File: src/rtl/fb_pkg.sv
// Shared framebuffer geometry, request format and FSM state type for the
// pixel writer and the display-side read path.
package fb_pkg;

    localparam int FB_COLS     = 80;
    localparam int FB_ROWS     = 60;
    localparam int FB_WORDS    = FB_COLS * FB_ROWS;
    localparam int FB_AW       = 13;
    localparam int PIX_W       = 12;
    localparam int COORD_W     = 10;
    localparam int H_ACTIVE    = 640;
    localparam int V_ACTIVE    = 480;
    localparam int BLOCK_SHIFT = 3;

    typedef enum logic [1:0] {
        IDLE  = 2'd0,
        DRAIN = 2'd1,
        CLEAR = 2'd2
    } fb_state_e;

    // One queued write: block address plus colour.
    typedef struct packed {
        logic [FB_AW-1:0] addr;
        logic [PIX_W-1:0] color;
    } fb_req_t;

    localparam int FB_REQ_W = FB_AW + PIX_W;

    // Screen pixel coordinate to block address: (y>>3)*cols + (x>>3).
    function automatic logic [FB_AW-1:0] fb_block_addr(
        input logic [COORD_W-1:0] x,
        input logic [COORD_W-1:0] y,
        input logic [FB_AW-1:0]   cols
    );
        logic [FB_AW-1:0] row;
        logic [FB_AW-1:0] col;
        row = FB_AW'(y >> BLOCK_SHIFT);
        col = FB_AW'(x >> BLOCK_SHIFT);
        return row * cols + col;
    endfunction

endpackage

File: src/rtl/fb_req_fifo.sv
// Synchronous request FIFO with full/empty flags and an occupancy count.
// Push while full is only honoured together with a pop; pop while empty is ignored.
module fb_req_fifo #(
    parameter int DEPTH = 4,
    parameter int WIDTH = 25
) (
    input  logic                     clk,
    input  logic                     reset,
    input  logic                     push,
    input  logic                     pop,
    input  logic [WIDTH-1:0]         din,
    output logic [WIDTH-1:0]         dout,
    output logic                     full,
    output logic                     empty,
    output logic [$clog2(DEPTH):0]   count
);

    localparam int PW = $clog2(DEPTH);
    localparam logic [PW:0] FULL_CNT = (PW + 1)'(DEPTH);

    logic [WIDTH-1:0] mem_q [DEPTH];
    logic [PW-1:0]    wr_ptr_q, wr_ptr_d;
    logic [PW-1:0]    rd_ptr_q, rd_ptr_d;
    logic [PW:0]      count_q, count_d;
    logic             do_push, do_pop;

    assign full  = (count_q == FULL_CNT);
    assign empty = (count_q == '0);
    assign count = count_q;
    assign dout  = mem_q[rd_ptr_q];

    // Next pointer and occupancy values from the guarded push/pop.
    always_comb begin
        do_pop   = pop && !empty;
        do_push  = push && (!full || do_pop);
        wr_ptr_d = wr_ptr_q;
        rd_ptr_d = rd_ptr_q;
        count_d  = count_q;
        if (do_push) begin
            wr_ptr_d = wr_ptr_q + 1'b1;
        end
        if (do_pop) begin
            rd_ptr_d = rd_ptr_q + 1'b1;
        end
        if (do_push && !do_pop) begin
            count_d = count_q + 1'b1;
        end else if (do_pop && !do_push) begin
            count_d = count_q - 1'b1;
        end
    end

    // Pointer and count registers; reset empties the FIFO.
    always_ff @(posedge clk) begin
        if (reset) begin
            wr_ptr_q <= '0;
            rd_ptr_q <= '0;
            count_q  <= '0;
        end else begin
            wr_ptr_q <= wr_ptr_d;
            rd_ptr_q <= rd_ptr_d;
            count_q  <= count_d;
        end
    end

    // Storage array; contents need no reset since the count gates them.
    always_ff @(posedge clk) begin
        if (do_push) begin
            mem_q[wr_ptr_q] <= din;
        end
    end

endmodule

File: src/rtl/fb_pixel_writer.sv
// Pixel-write front end for the block framebuffer: range-checks and maps
// screen coordinates to block addresses, queues them, and drives BRAM port B
// either from the queue or from the clear-screen sweep.
module fb_pixel_writer #(
    parameter int FIFO_DEPTH = 4,
    parameter bit BLANK_ONLY = 1'b0,
    parameter int FB_COLS    = fb_pkg::FB_COLS,
    parameter int FB_ROWS    = fb_pkg::FB_ROWS
) (
    input  logic                      pclk,
    input  logic                      reset,
    input  logic                      wr_valid,
    output logic                      wr_ready,
    input  logic [fb_pkg::COORD_W-1:0] wr_x,
    input  logic [fb_pkg::COORD_W-1:0] wr_y,
    input  logic [fb_pkg::PIX_W-1:0]  wr_color,
    input  logic                      clear_req,
    input  logic [fb_pkg::PIX_W-1:0]  clear_color,
    input  logic                      frame_blank,
    output logic                      fb_we,
    output logic [fb_pkg::FB_AW-1:0]  fb_addr,
    output logic [fb_pkg::PIX_W-1:0]  fb_din,
    output logic                      busy,
    output logic [7:0]                drop_cnt
);

    import fb_pkg::*;

    localparam int CNT_W = $clog2(FIFO_DEPTH) + 1;
    localparam logic [COORD_W-1:0] X_LIMIT   = COORD_W'(FB_COLS << BLOCK_SHIFT);
    localparam logic [COORD_W-1:0] Y_LIMIT   = COORD_W'(FB_ROWS << BLOCK_SHIFT);
    localparam logic [FB_AW-1:0]   COLS_W    = FB_AW'(FB_COLS);
    localparam logic [FB_AW-1:0]   LAST_ADDR = FB_AW'(FB_COLS * FB_ROWS - 1);
    localparam logic [7:0]         DROP_MAX  = 8'hFF;

    logic                enable;
    logic                accept;
    logic                in_range;
    logic                push;
    logic                pop;
    logic                start_clear;
    fb_req_t             req_in;
    fb_req_t             req_out;
    logic [FB_REQ_W-1:0] fifo_dout;
    logic                fifo_full;
    logic                fifo_empty;
    logic [CNT_W-1:0]    fifo_count;
    logic [CNT_W-1:0]    count_next;

    fb_state_e           state_q, state_d;
    logic                fb_we_q, fb_we_d;
    logic [FB_AW-1:0]    fb_addr_q, fb_addr_d;
    logic [PIX_W-1:0]    fb_din_q, fb_din_d;
    logic                busy_q, busy_d;
    logic [7:0]          drop_cnt_q, drop_cnt_d;
    logic [FB_AW-1:0]    clr_addr_q, clr_addr_d;
    logic [PIX_W-1:0]    clr_color_q, clr_color_d;

    // Out-of-range requests are still handshaked, just never queued.
    assign enable      = frame_blank | ~BLANK_ONLY;
    assign wr_ready    = !reset && !fifo_full;
    assign accept      = wr_valid && wr_ready;
    assign in_range    = (wr_x < X_LIMIT) && (wr_y < Y_LIMIT);
    assign push        = accept && in_range;
    assign start_clear = clear_req && (state_q != CLEAR);

    assign req_in.addr  = fb_block_addr(wr_x, wr_y, COLS_W);
    assign req_in.color = wr_color;
    assign req_out      = fifo_dout;

    assign fb_we    = fb_we_q;
    assign fb_addr  = fb_addr_q;
    assign fb_din   = fb_din_q;
    assign busy     = busy_q;
    assign drop_cnt = drop_cnt_q;

    fb_req_fifo #(
        .DEPTH (FIFO_DEPTH),
        .WIDTH (FB_REQ_W)
    ) u_fifo (
        .clk   (pclk),
        .reset (reset),
        .push  (push),
        .pop   (pop),
        .din   (req_in),
        .dout  (fifo_dout),
        .full  (fifo_full),
        .empty (fifo_empty),
        .count (fifo_count)
    );

    // Next-state and write-port logic for the IDLE/DRAIN/CLEAR sequencer.
    always_comb begin
        state_d     = state_q;
        fb_we_d     = 1'b0;
        fb_addr_d   = fb_addr_q;
        fb_din_d    = fb_din_q;
        clr_addr_d  = clr_addr_q;
        clr_color_d = clr_color_q;
        pop         = 1'b0;

        if (start_clear) begin
            // The clear pulse is captured even outside blanking so it is
            // never lost; the sweep itself only advances on enabled cycles.
            state_d     = CLEAR;
            clr_color_d = clear_color;
            if (enable) begin
                fb_we_d    = 1'b1;
                fb_addr_d  = '0;
                fb_din_d   = clear_color;
                clr_addr_d = FB_AW'(1);
            end else begin
                clr_addr_d = '0;
            end
        end else if (enable) begin
            case (state_q)
                IDLE: begin
                    // Looking at the incoming push lets a fresh request
                    // reach the BRAM two cycles after acceptance.
                    if (!fifo_empty || push) begin
                        state_d = DRAIN;
                    end
                end
                DRAIN: begin
                    if (!fifo_empty) begin
                        pop       = 1'b1;
                        fb_we_d   = 1'b1;
                        fb_addr_d = req_out.addr;
                        fb_din_d  = req_out.color;
                    end else if (!push) begin
                        state_d = IDLE;
                    end
                end
                CLEAR: begin
                    fb_we_d   = 1'b1;
                    fb_addr_d = clr_addr_q;
                    fb_din_d  = clr_color_q;
                    if (clr_addr_q == LAST_ADDR) begin
                        clr_addr_d = '0;
                        state_d    = (!fifo_empty || push) ? DRAIN : IDLE;
                    end else begin
                        clr_addr_d = clr_addr_q + 1'b1;
                    end
                end
                default: begin
                    state_d = IDLE;
                end
            endcase
        end
    end

    // Busy looks ahead at the FIFO occupancy so it is registered with the FSM.
    always_comb begin
        count_next = fifo_count;
        if (push && !pop) begin
            count_next = fifo_count + 1'b1;
        end else if (pop && !push) begin
            count_next = fifo_count - 1'b1;
        end
        busy_d = (state_d != IDLE) || (count_next != '0);

        drop_cnt_d = drop_cnt_q;
        if (accept && !in_range && (drop_cnt_q != DROP_MAX)) begin
            drop_cnt_d = drop_cnt_q + 1'b1;
        end
    end

    // Sequencer state and registered write-port outputs; reset aborts any sweep.
    always_ff @(posedge pclk) begin
        if (reset) begin
            state_q     <= IDLE;
            fb_we_q     <= 1'b0;
            fb_addr_q   <= '0;
            fb_din_q    <= '0;
            busy_q      <= 1'b0;
            drop_cnt_q  <= '0;
            clr_addr_q  <= '0;
            clr_color_q <= '0;
        end else begin
            state_q     <= state_d;
            fb_we_q     <= fb_we_d;
            fb_addr_q   <= fb_addr_d;
            fb_din_q    <= fb_din_d;
            busy_q      <= busy_d;
            drop_cnt_q  <= drop_cnt_d;
            clr_addr_q  <= clr_addr_d;
            clr_color_q <= clr_color_d;
        end
    end

endmodule

File: config.mk
export PLATFORM = sky130hd
export DESIGN_NAME = fb_pixel_writer
export DESIGN_NICKNAME = d
export VERILOG_FILES = /design/src/rtl/fb_pkg.sv /design/src/rtl/fb_req_fifo.sv /design/src/rtl/fb_pixel_writer.sv
export SDC_FILE = /design/constraint.sdc
export NUM_CORES = 1
export LEC_CHECK = 0
export CAP_MARGIN = 20
export CORE_MARGIN = 1
export CORE_UTILIZATION = 51
export CTS_CLUSTER_SIZE = 8
export DETAILED_ROUTE_END_ITERATION = 12
export GPL_TIMING_DRIVEN = 0
export PLACE_DENSITY = 0.73
export SLEW_MARGIN = 25
export SYNTH_ARGS = -nofsm -noshare
export SYNTH_HDL_FRONTEND = slang
export SYNTH_HIERARCHICAL = 1
export SYNTH_SLANG_ARGS = --single-unit
File: constraint.sdc
create_clock -name pclk -period 3.2 [get_ports pclk]
set_clock_uncertainty 0.2 [all_clocks]
set_input_delay 0.32 -clock pclk [delete_from_list [all_inputs] [get_ports pclk]]
set_output_delay 0.32 -clock pclk [all_outputs]
set_load 0.02 [all_outputs]
==> results.toml <==
[status]
status = "finished clean"

[global_routing]
grt_pass1_wl_um = 24200
grt_usage_pct = 21.7
grt_overflow_total = 0
first_global_vias = 4831
grt_max_degree = 26
antenna_found_initial = 0

[setup_path]
cp.required_ns = 3.36
crit_family = "adder cells"
cp-start-kind = "flop"
arrival_ns = 3.25
critPathMaxStageDelay_ns = 0.41
crit_type = "reg2reg"
timing.critical_path.buf_inv = 4
path_cells = "inv_1 -> ha_4 -> nor2b_1 -> clkbuf_2 -> nor3_4 -> inv_1 -> a21boi_4 -> ha_1 -> inv_1 -> fa_1 -> xor2_1 -> or3_2 -> a21oi_1"
critical_path.max_fanout = 7
crit_top_cell = "inv_1"
endpoint_kind = "flop"
slowest_stage = "or3_2"

[final_layout]
regArea_um2 = 4430
final_util_pct = 63.0
design_area_um2 = 9120
synthToLayoutAreaGrowth_pct = 21.2
drive_above_1_share_pct = 13.2
final_cells = 891
antenna_cells = 0
final_nets = 772
multi_input_area_um2 = 2920
fillCellCount = 1076

[sta]
setup_viol = 0
drv_slew = 0
final.min_clock_period_ns = 3.08
final_hold_viol_count = 0
finalSetupTns_ns = 0
fin_crit_sh_pct = 96.4
tightest_slew_ns = 0.771
clock.fmax_ghz = 0.324
layout_setup_ws_ns = 0.116
hold_slack_ns = 0.235
maxSlewHeadroom_pct = 48.5

[route]
via_per_inst = 5.53
wire_per_inst_um = 17.5
drtIter0Drc = 306
vias = 4927
drc = 0
firstDrtPassIters = 5
antenna_left = 0
routed_wl_um = 15600

[logic_synthesis]
synthArstFlopShare_pct = 0
synth_top_area_share_pct = 39.9
synth_area_um2 = 7530
synth_top_area_cell = "edfxtp_1"
ys_types = 58
ys_seq_area_share_pct = 58.8
yosysMostFrequentCell = "edfxtp_1"
synth_edf_count = 100
yosysWarnings = 6
synth_nets = 673
synth_area_leaders = "edfxtp_1 (40%), dfxtp_1 (19%), mux4_2 (7.5%), ha_1 (4.3%), nor2_1 (4.2%)"
synth_cells = 595
yosys-top-cells-count = "edfxtp_1 (100), nor2_1 (85), dfxtp_1 (71), a21oi_1 (45), nand2_1 (38)"
synth.avg_cell_area_um2 = 12.7
ys_ff_latch = 171
ys.flop_type = "edfxtp_1"

[clock_tree]
htreeDepth = 4
numCtsBuffers = 17
cts.sinks = 171
cts_tree = "done"
clkTransAtPathRegs_ns = 0.07
clock_latency_ns = 0.43
holdBufCountCts = 0
cts_root_buffer = "clkbuf_16"
cts.path.max_buffers = 2

[floorplan]
fp.dieH_um = 123
core.rowCount = 44
ios = 85
initial_core_util_pct = 52.0
design.die.area_um2 = 15200
die_w_um = 123
coreArea_um2 = 14500

[pwr]
power.total_mw = 4.88
leakage_nw = 3.18
ir_worst_vdd_v = 0.000355
p_per_area_nw_per_um2 = 535

[place]
port_buffers = 76
dpl.cell_count = 855
place_ws_ns = -0.575
post_dp_cell_area_um2 = 8530
place_hpwl_um = 10900
gp_congestion = 0.844

[run]
cap_viol_max_count = 0

[hold_path]
hp-class = "in2reg"
[final cells by class]
class,instances,share of cell area [%]
well taps,184,2.52
repair buffers,80,8.67
inverters,22,0.905
plain buffers,29,1.56
clock inverters,14,1.06
clock buffers,18,4.71
multi-input cells,373,32.0
flip-flops and latches,171,48.5
[path summary, 6_finish.rpt]
kind / startpoint / end / slack, ns / cells past startpoint
max: state_q[0] / u_fifo/count[2] / 0.12 / 13
min: clear_req / clr_color_q[2] / 0.23 / 4
max reg2reg: state_q[0] / u_fifo/count[2] / 0.12 / 13
min reg2reg: clr_color_q[2] / clr_color_q[2] / 0.26 / 2
[flip-flops by register name, indices dropped and copies added, names as in the netlist, named ones only]
register and flops:
busy 1, fb_we 1, u_fifo/count 3, u_fifo/rd_ptr_q 2
clr_addr_q 13, clr_color_q 12, state_q 2, u_fifo/mem_q 100
u_fifo/wr_ptr_q 2, fb_din 12, fb_addr 13, drop_cnt 8
[metal layers]
layer | up-vias | wire [um] | track usage (%)
met2 | 141 | 7860 | 35.7
met5 | - | 0 | 0
met4 | 0 | 191 | 7.91
met1 | 2412 | 6590 | 27.4
li1 | 2357 | - | -
met3 | 17 | 976 | 6.18
[worst register-to-register path: cells and delay by family, from the launching register on]
family	cells	cell delay (ns)
DFF	1	0.36
AOI/OAI and AO/OA	2	0.33
xor gates and xnor gates	1	0.16
adders and majority gates	3	0.74
and+or+nand+nor	3	0.71
buffers and inverters	4	0.51
[cells by family (layout without fill, tap and decap cells)]
logic type / count (synthesis) / count (layout) / share of synthesized area (%)
mux: 53 / 53 / 11.3
flops: 171 / 171 / 58.8
simple gates: 177 / 177 / 11.4
xor+xnor: 32 / 32 / 3.72
buf+inv: 51 / 163 / 2.98
compound gates: 82 / 82 / 6.77
fa+ha+maj: 29 / 29 / 5.12
[report_power, final]
part           switching [mW]  total [mW]  internal (mW)
Clock                   0.833        1.82          0.988
Combinational           0.340       0.600          0.260
Sequential             0.0405        2.46           2.42
Total                    1.21        4.88           3.67
[placed cells by master, fill, tap and decap left out, types with 4 or more instances in the layout]
cell type        instances
o21ai_0                  6
buf_4                    4
xnor2_1                 16
nor3_1                   4
nand3_1                  5
dfxtp_1                 69
clkbuf_1                15
nand2_1                 38
clkdlybuf4s50_1         76
a211oi_1                13
mux2i_1                 26
buf_2                    7
nor2b_1                  4
xor2_1                  15
edfxtp_1               100
and3_1                   4
and2_2                   4
mux4_2                  25
inv_1                   22
ha_1                    25
a21oi_1                 45
clkbuf_16               17
nor2_1                  85
nand2b_1                 7
[repair_timing]
| action | 4_1_cts | 5_1_grt |
|---|---|---|
| buffers inserted | 4 | 0 |
| pin swaps | 3 | 1 |
| gates resized for setup | 3 | 6 |
| setup endpoints to repair | 102 | 17 |
(Power assumes the default switching activity.)
